--- src/rtl/axi_slave_arb_b.sv ---
// B-channel response collector: round-robin over three slave ports into a
// single registered output slot feeding the master demux.
module axi_slave_arb_b #(
    parameter int ID_W   = 8,
    parameter int RESP_W = 2
) (
    input  logic              ACLK,
    input  logic              ARESETn,
    input  logic [ID_W-1:0]   s0_BID,
    input  logic [RESP_W-1:0] s0_BRESP,
    input  logic              s0_BVALID,
    output logic              s0_BREADY,
    input  logic [ID_W-1:0]   s1_BID,
    input  logic [RESP_W-1:0] s1_BRESP,
    input  logic              s1_BVALID,
    output logic              s1_BREADY,
    input  logic [ID_W-1:0]   s2_BID,
    input  logic [RESP_W-1:0] s2_BRESP,
    input  logic              s2_BVALID,
    output logic              s2_BREADY,
    output logic [ID_W-1:0]   bid,
    output logic [RESP_W-1:0] bresp,
    output logic              bvalid,
    input  logic              bready
);

    typedef enum logic {
        EMPTY = 1'b0,
        FULL  = 1'b1
    } state_t;

    state_t            state;
    state_t            state_nxt;
    logic              armed;
    logic [1:0]        last_gnt;
    logic [1:0]        gnt_idx;
    logic [2:0]        req;
    logic [2:0]        gnt;
    logic              load_ok;
    logic              load;
    logic [ID_W-1:0]   sel_id;
    logic [RESP_W-1:0] sel_resp;

    assign req     = {s2_BVALID, s1_BVALID, s0_BVALID};
    assign bvalid  = (state == FULL);
    // armed keeps every BREADY low in the first cycle after reset release
    assign load_ok = armed & (!bvalid | bready);
    assign load    = |gnt;

    assign s0_BREADY = gnt[0];
    assign s1_BREADY = gnt[1];
    assign s2_BREADY = gnt[2];

    always_comb begin
        gnt = 3'b000;
        if (load_ok) begin
            case (last_gnt)
                2'd0: begin
                    if (req[1])      gnt = 3'b010;
                    else if (req[2]) gnt = 3'b100;
                    else if (req[0]) gnt = 3'b001;
                end
                2'd1: begin
                    if (req[2])      gnt = 3'b100;
                    else if (req[0]) gnt = 3'b001;
                    else if (req[1]) gnt = 3'b010;
                end
                default: begin
                    if (req[0])      gnt = 3'b001;
                    else if (req[1]) gnt = 3'b010;
                    else if (req[2]) gnt = 3'b100;
                end
            endcase
        end
    end

    always_comb begin
        gnt_idx  = 2'd0;
        sel_id   = s0_BID;
        sel_resp = s0_BRESP;
        if (gnt[1]) begin
            gnt_idx  = 2'd1;
            sel_id   = s1_BID;
            sel_resp = s1_BRESP;
        end else if (gnt[2]) begin
            gnt_idx  = 2'd2;
            sel_id   = s2_BID;
            sel_resp = s2_BRESP;
        end
    end

    always_comb begin
        state_nxt = state;
        case (state)
            EMPTY: begin
                if (load) state_nxt = FULL;
            end
            FULL: begin
                if (!load && bready) state_nxt = EMPTY;
            end
            default: state_nxt = EMPTY;
        endcase
    end

    always_ff @(posedge ACLK or negedge ARESETn) begin
        if (!ARESETn) begin
            state    <= EMPTY;
            armed    <= 1'b0;
            last_gnt <= 2'd2;
        end else begin
            state <= state_nxt;
            armed <= 1'b1;
            if (load) last_gnt <= gnt_idx;
        end
    end

    // Slot payload only moves on a handshake, so it is stable during stalls
    always_ff @(posedge ACLK or negedge ARESETn) begin
        if (!ARESETn) begin
            bid   <= '0;
            bresp <= '0;
        end else if (load) begin
            bid   <= sel_id;
            bresp <= sel_resp;
        end
    end

endmodule
--- config.mk ---
export PLATFORM = sky130hd
export DESIGN_NAME = axi_slave_arb_b
export DESIGN_NICKNAME = d
export VERILOG_FILES = /design/src/rtl/axi_slave_arb_b.sv
export SDC_FILE = /design/constraint.sdc
export NUM_CORES = 1
export LEC_CHECK = 0
export BUFFER_PORTS_ARGS = -buffer_cell sky130_fd_sc_hd__clkbuf_2
export CORE_MARGIN = 2
export CORE_UTILIZATION = 44
export CTS_CLUSTER_SIZE = 24
export DETAILED_ROUTE_END_ITERATION = 8
export PLACE_DENSITY = 0.83
export SLEW_MARGIN = 20
export SYNTH_ARGS = -nofsm -noshare
export SYNTH_HDL_FRONTEND = slang
export SYNTH_SLANG_ARGS = --single-unit
--- constraint.sdc ---
create_clock -name ACLK -period 3.9 [get_ports ACLK]
set_clock_uncertainty 0.2 [all_clocks]
set_input_delay 0.585 -clock ACLK [delete_from_list [all_inputs] [get_ports ACLK]]
set_output_delay 0.585 -clock ACLK [all_outputs]
set_load 0.005 [all_outputs]
==> results of run 1 <==
==> logic make-up after synthesis <==
logic type             count (synthesis)
AOI/OAI and AO/OA                     29
DFF                                   14
and+or+nand+nor                       22
other                                  1
buffers and inverters                  8
==> flip-flops by register name, indices dropped and copies added, names as in the netlist <==
| name | cells |
|---|---|
| bid | 8 |
| bresp | 2 |
| last_gnt | 2 |
| armed | 1 |
| bvalid | 1 |
==> path summary, 6_finish.rpt <==
check,startpoint,endpoint
hold / removal,s0_BID[1],bid[1]
max in group asynchronous,ARESETn,last_gnt[1]
setup / recovery,armed,s0_BREADY
min in group asynchronous,ARESETn,bvalid
hold reg to reg,last_gnt[1],last_gnt[1]
setup reg to reg,armed,bid[3]
==> cells in the final DEF, fill, tap and decap left out <==
cell type / instances
a21o_1: 1
a21oi_1: 2
a221o_1: 10
and2_4: 1
buf_4: 2
clkbuf_1: 1
clkbuf_2: 49
clkbuf_4: 3
conb_1: 1
dfrtp_1: 13
dfstp_2: 1
dlygate4sd3_1: 1
inv_1: 1
nand2_1: 4
nand2b_1: 2
nand2b_4: 1
nand3_1: 1
nand4_1: 10
nor2_1: 1
nor2b_1: 1
nor3b_1: 1
o2111ai_1: 1
o211a_1: 1
o21ai_0: 2
o22a_1: 1
o2bb2ai_1: 10
o311ai_1: 1
==> power breakdown <==
group	total [mW]	switching, mW	leakage (nW)	internal [mW]
sequential	0.222	0.0325	0.169	0.190
combinational	0.187	0.0875	0.360	0.0995
clock	0.0853	0.0457	0.0150	0.0396
total	0.495	0.166	0.545	0.329
==> worst max-delay path, delay by kind of cell (launching register included) <==
family                 cells  cell delay [ns]
flip-flops                 1             0.59
AO/OA/AOI/OAI              1             0.38
buffers and inverters      1             0.19
AND/OR/NAND/NOR            1             0.24
==> routing by layer <==
metal | wire [µm] | vias up | global-route usage
li1 | - | 401 | -
met1 | 917 | 399 | 0.304
met2 | 1010 | 43 | 0.361
met3 | 152 | 2 | 0.0235
met4 | 22 | 0 | 0.126
met5 | 0 | - | 0
==> final cells by class <==
class	count	share of cell area
sequential	14	0.328
multi-input combinational	52	0.364
timing repair buffer	52	0.252
tap	25	0.0291
inverter	1	0.00350
clock buffer	4	0.0245
==> stage by stage <==
step / cells / hold WS, ns / setup WS [ns] / instance area, µm² / power [mW]
floorplan: 74 / 0.0894 / 1.83 / 791 / 0.335
global placement: 143 / 0.303 / 1.55 / 1040 / 0.405
detailed placement: 143 / 0.304 / 1.53 / 1040 / 0.412
CTS: 148 / 0.330 / 1.45 / 1070 / 0.498
global route: 148 / 0.325 / 1.34 / 1070 / 0.535
finish: 148 / 0.336 / 1.45 / 1070 / 0.495
==> summary.txt, run 1 <==
Run status
  – Outcome: complete, no violations

Global routing
  – First-pass GRT wire length: 3.42 mm
  – Pin count of the biggest net entering global routing: 17
  – Total GRT Usage: 0.229
  – Vias in the first global route: 813
  – Total gr overflow: 0
  – Antenna violations before repair: 0

Logic synthesis
  – Largest area contributor in the netlist: dfrtp_1
  – Post-Synth Adder-Cell Area: 0
  – Post-synth EDFFs: 0
  – Synth cell count leaders: 13 x dfrtp_1, 10 x a221o_1, 10 x nand4_1, 10 x o2bb2ai_1, 4 x nand2_1
  – Synth Area in Simple Gates: 0.171
  – Post-synth ARST share: 1.00
  – Primary FF master, synth: dfrtp_1
  – Compound-gate portion of the synthesized area: 0.318
  – Mapped Avg Cell Area: 10.7 µm²
  – Yosys warning total: 0
  – FF+latch count, synth: 14
  – Synth Net Count: 110
  – Ranking of synthesized cells by area: dfrtp_1 41%, a221o_1 13%, o2bb2ai_1 11%
  – Yosys top cell area share: 0.411
  – Mux share of post-synthesis cell area: 0
  – Synth Area in XOR/XNOR: 0
  – Count of cell types in the netlist: 25
  – Sequential element share of the synthesized area: 0.445
  – Cell area after synthesis: 791 µm²
  – Main combinational cell family by area after synthesis: compound AO/OA/AOI/OAI gates
  – Count leader, synth: dfrtp_1
  – Mapped Cells: 74

Min path
  – Hold Path Stages: 2
  – Worst hold path type: input pin to flop

Setup path
  – Crit path DAT: 1.67 ns
  – Worst-path cell chain: and2_4, o211a_1, clkbuf_2
  – Critical path type: flop to output port
  – CP max stage delay: 0.59 ns
  – Worst setup SP type: flop
  – Crit end category: output port
  – Worst Path Required: roughly 3.1 ns
  – Worst path slowest cell: dfrtp_1
  – CP Max Fanout: 14
  – FF-to-FF path depth: 4
  – R2R Setup Slk: 2.20 ns

Timing
  – Final setup viols: 0
  – Period Utilization, post-route: 0.629
  – Final Slew Violations: 0
  – Tmin final: 2.45 ns
  – Hold Fails Final Rpt: 0
  – TNS Setup: 0 ns
  – Max Fclk: 407 MHz
  – RSZ-0062 raised after global routing: false

Floorplanning
  – Core area: 1710 µm²
  – Die area: 2150 µm²
  – Num ports: 50
  – Die width: 46.4 µm
  – Starting Density: 0.463
  – Die Span Y: 46.4 µm
  – # rows: 15

Layout
  – Area delta synth->final: 35.8%
  – FILL cells: 149
  – Number of diodes: 0
  – Fin util: 0.629
  – Storage cell area: around 350 µm²
  – Ratio of cells with drive above 1 in the final layout: 0.463
  – Nets: 160
  – Multi-input logic area: 390 µm²

Clocking
  – CTS tree: done
  – Cts repair resizes: 0
  – Postcts setup bufs: 0
  – Clock latency at the later pin of the worst-skew pair: around 0.27 ns
  – Buffer depth of the longest clock path: 2
  – CTS root buffer: clkbuf_4
  – Clock sink total: 14
  – CTS HTree Levels: 1
  – Worst-path clk slew: 0.09 ns
  – TritonCTS Buffers: 3
  – # hold bufs at CTS: 1

Drt
  – DR iter-0 viols: 24
  – Pre-antenna DRT Iters: 4
  – Drt drc: 0
  – Vias/cell: about 5.7
  – Drt total wl: approximately 2.1 mm
  – DR WL/cell: about 14 µm
  – Antenna viol nets, final: 0
  – Vias: about 850

Placement
  – Port bufs: 49
  – Gpl congestion: 0.886

Pwr
  – Worst vdd ir: 248 µV
  – PD cells: around 460 nW/µm²
  – P_leak: around 0.54 nW

Run
  – Max Cap Violations: 0
Note: power is estimated with default switching activity, not from simulation.
==> run 2, diff against run 1 <==
ABC_AREA = 1   (was unset)
CORE_UTILIZATION = 39   (was 44)
PLACE_DENSITY = 0.75   (was 0.83)
clock period = 1.95 ns   (was 3.9 ns; I/O delays follow)
==> run 2 against run 1 <==
Net effect: core utilization shrank 7.8 points; count of clock-buffer cells in the layout unchanged; clock power is 140% higher; critical path type unchanged; critical endpoint is now s1_BREADY; largest power group is now combinational cells.
==> summary.txt, run 2 <==
Timing
  – Final setup viols: 0 (unchanged)
  – RSZ-0062 raised after global routing: true
  – Max Fclk: 538 MHz
  – Period Utilization, post-route: 0.954
  – Post-route setup slack: 0.0896 ns (-1.36 ns)
  – TNS Setup: 0 ns (unchanged)
  – Worst hold margin: 0.0696 ns (-0.266 ns)
  – Final Slew Violations: 0 (unchanged)
  – Hold Fails Final Rpt: 0 (unchanged)
  – Tmin final: 1.86 ns

Drt
  – Vias: 1039 (+23%)
  – DR iter-0 viols: 13 (-46%)
  – DR WL/cell: 10.9 µm (-23%)
  – Drt total wl: 2.35 mm (+12%)
  – Drt drc: 0 (unchanged)
  – Vias/cell: 4.83 (-15%)
  – Antenna viol nets, final: 0 (unchanged)
  – Pre-antenna DRT Iters: 4 (unchanged)

Floorplanning
  – Num ports: 50 (unchanged)
  – Starting Density: 0.413 (-0.0495)
  – Core area: 2210 µm² (+30%)
  – Die width: 52.4 µm (+13%)
  – # rows: 17 (+2)
  – Die area: 2750 µm² (+28%)
  – Die Span Y: 52.4 µm (+13%)

Layout
  – Nets: 224 (+40%)
  – Ratio of cells with drive above 1 in the final layout: 0.358 (-0.105)
  – FILL cells: 243 (+63%)
  – Most frequent cells in the layout: 51 x nand2_1, 49 x clkbuf_2, 32 x nand3_1, 18 x inv_1, 13 x dfrtp_1
  – Most common cell after layout, fill and taps aside: nand2_1
  – Max FFs per register: 8 (unchanged)
  – Number of diodes: 0 (unchanged)
  – Biggest register: bid
  – Largest regs: bid x8, bresp x2, last_gnt x2
  – Area delta synth->final: 33.2%
  – Design area: 1220 µm² (+14%)

Setup path
  – CP max stage delay: 0.52 ns (-0.07 ns)
  – Worst path slowest cell: dfstp_2
  – Worst-path cell chain: inv_1, nand2_1, nand2_1, nand2_2, nand2_4, inv_4, clkbuf_2
  – Worst setup SP type: flop
  – CP Max Fanout: 9 (-5)
  – Critical path's top delay family: flip-flops
  – Crit-path most repeated cell: nand2_1
  – Critical path type: flop to output port
  – Crit end category: output port
  – Crit path DAT: 1.37 ns (-0.30 ns)
  – CP bufs+invs: 3 (+2)
  – Worst Path Required: 1.46 ns (-1.66 ns)

Global routing
  – Vias in the first global route: 933 (+15%)
  – Total GRT Usage: 0.188 (-0.0403)
  – Pin count of the biggest net entering global routing: 15 (-2)
  – Antenna violations before repair: 0 (unchanged)
  – First-pass GRT wire length: 3.82 mm (+12%)
  – Total gr overflow: 0 (unchanged)

Run
  – Max Cap Violations: 0 (unchanged)

Clocking
  – TritonCTS Buffers: 3 (unchanged)
  – CTS HTree Levels: 1 (unchanged)
  – Clock latency at the later pin of the worst-skew pair: 0.28 ns (about the same)
  – CTS tree: done
  – CTS root buffer: clkbuf_4
  – Buffer depth of the longest clock path: 2 (unchanged)
  – Clock sink total: 14 (unchanged)
  – Worst-path clk slew: 0.09 ns (about the same)

Logic synthesis
  – Primary FF master, synth: dfrtp_1
  – Yosys top cell area share: 0.356 (-0.0557)
  – Synth cell count leaders: 52 x nand2_1, 32 x nand3_1, 18 x inv_1
  – Yosys warning total: 0 (unchanged)
  – Count leader, synth: nand2_1
  – Sequential element share of the synthesized area: 0.384 (-0.0602)
  – Count of cell types in the netlist: 17 (-32%)
  – Synth Net Count: 172 (+56%)
  – Largest area contributor in the netlist: dfrtp_1
  – FF+latch count, synth: 14 (unchanged)
  – Post-synth EDFFs: 0 (unchanged)
  – Mapped Avg Cell Area: 6.73 µm² (-37%)
  – Ranking of synthesized cells by area: dfrtp_1 36%, nand2_1 21%, nand3_1 18%
  – Mapped Cells: 136 (+84%)
  – Cell area after synthesis: 915 µm² (+16%)
  – Post-synth ARST share: 1.00 (unchanged)

Pwr
  – Flop pwr share: 0.366 (-0.084)
  – P_int: 806 µW (+150%)
  – Sw Ratio: 0.405 (+0.0705)
  – Sw power: 550 µW (+230%)
  – Logic gate share of total power: 0.481 (+0.103)
  – P_leak: 0.789 nW (+45%)
  – Worst vdd ir: 826 µV (+230%)
  – Clock share of power: 0.153 (-0.019)
  – PD cells: 1110 nW/µm² (+140%)

Placement
  – Gpl congestion: 0.821 (-7.2%)
  – DP Wirelength: 1.86 mm
  – Dpl cell area: 1150 µm² (+11%)
  – Pre-CTS WS: 0.175 ns (-1.36 ns)
  – Port bufs: 49 (unchanged)

Run status
  – Outcome: complete, no violations

Min path
  – Worst hold path type: input pin to flop
==> run 2: final timing paths <==
check,cells after the start,start,slack (ns),endpoint
max in group asynchronous,2,ARESETn,1.01,last_gnt[1]
worst min-delay path,4,bready,0.07,bvalid
worst max register to register,8,last_gnt[1],0.16,bid[1]
worst max-delay path,7,last_gnt[1],0.09,s1_BREADY
worst min register to register,2,bid[3],0.28,bid[3]
min in group asynchronous,2,ARESETn,0.24,last_gnt[0]
==> run 2: final cells by class <==
type | instances | area (µm²) | share of cell area
Multi-Input combinational cell | 94 | 427 | 0.350
Sequential cell | 14 | 352 | 0.289
Timing Repair Buffer | 54 | 285 | 0.234
Inverter | 21 | 83.8 | 0.0688
Clock buffer | 4 | 36.3 | 0.0298
Tap cell | 28 | 35.0 | 0.0287
==> run 2: kinds of logic after synthesis <==
family          synth area share
other cells              0.00410
compound gates            0.0109
simple gates               0.443
flops                      0.384
buf+inv                    0.157
==> run 2: worst register-to-register path, cell delays in order (launching register included) <==
cell	delay [ns]
dfstp_2	0.52
inv_1	0.07
nand2_1	0.09
nand2_2	0.08
nand2_4	0.15
nand3_2	0.27
inv_4	0.21
nand2_1	0.08
nand2_1	0.07
==> run 2: power by group through the flow <==
| stage | Sequential, mW | Combinational (mW) | Clock (mW) |
|---|---|---|---|
| final | 0.496 | 0.652 | 0.208 |
| after floorplan | 0.504 | 0.422 | 0 |
| after CTS | 0.497 | 0.637 | 0.218 |
| after global placement | 0.502 | 0.610 | 0 |
| after detailed placement | 0.503 | 0.620 | 0 |
| after global routing | 0.510 | 0.747 | 0.226 |
==> run 2: timing repair <==
action / CTS / global route
setup buffers: 1 / 0
pin swaps: 0 / 0
endpoints found under the setup margin: 1 / 12
hold endpoints to repair: 13 / 0
resized for setup: 1 / 3
cloned: 0 / 0
hold buffers: 1 / 0
==> run 2: routing by layer <==
layer | vias to the layer above | GRT usage | part of all wire
li1 | 524 | - | -
met1 | 459 | 0.257 | 0.43
met2 | 56 | 0.296 | 0.48
met3 | 0 | 0.0343 | 0.083
met4 | 0 | 0.0684 | 0
met5 | - | 0 | 0
==> run 2: through the flow <==
step,utilization,power (mW),cells
CTS,0.546,1.35,215
finish,0.551,1.36,215
global placement,0.521,1.11,209
floorplan,-,0.926,136
detailed placement,0.521,1.12,209
global route,0.551,1.48,215
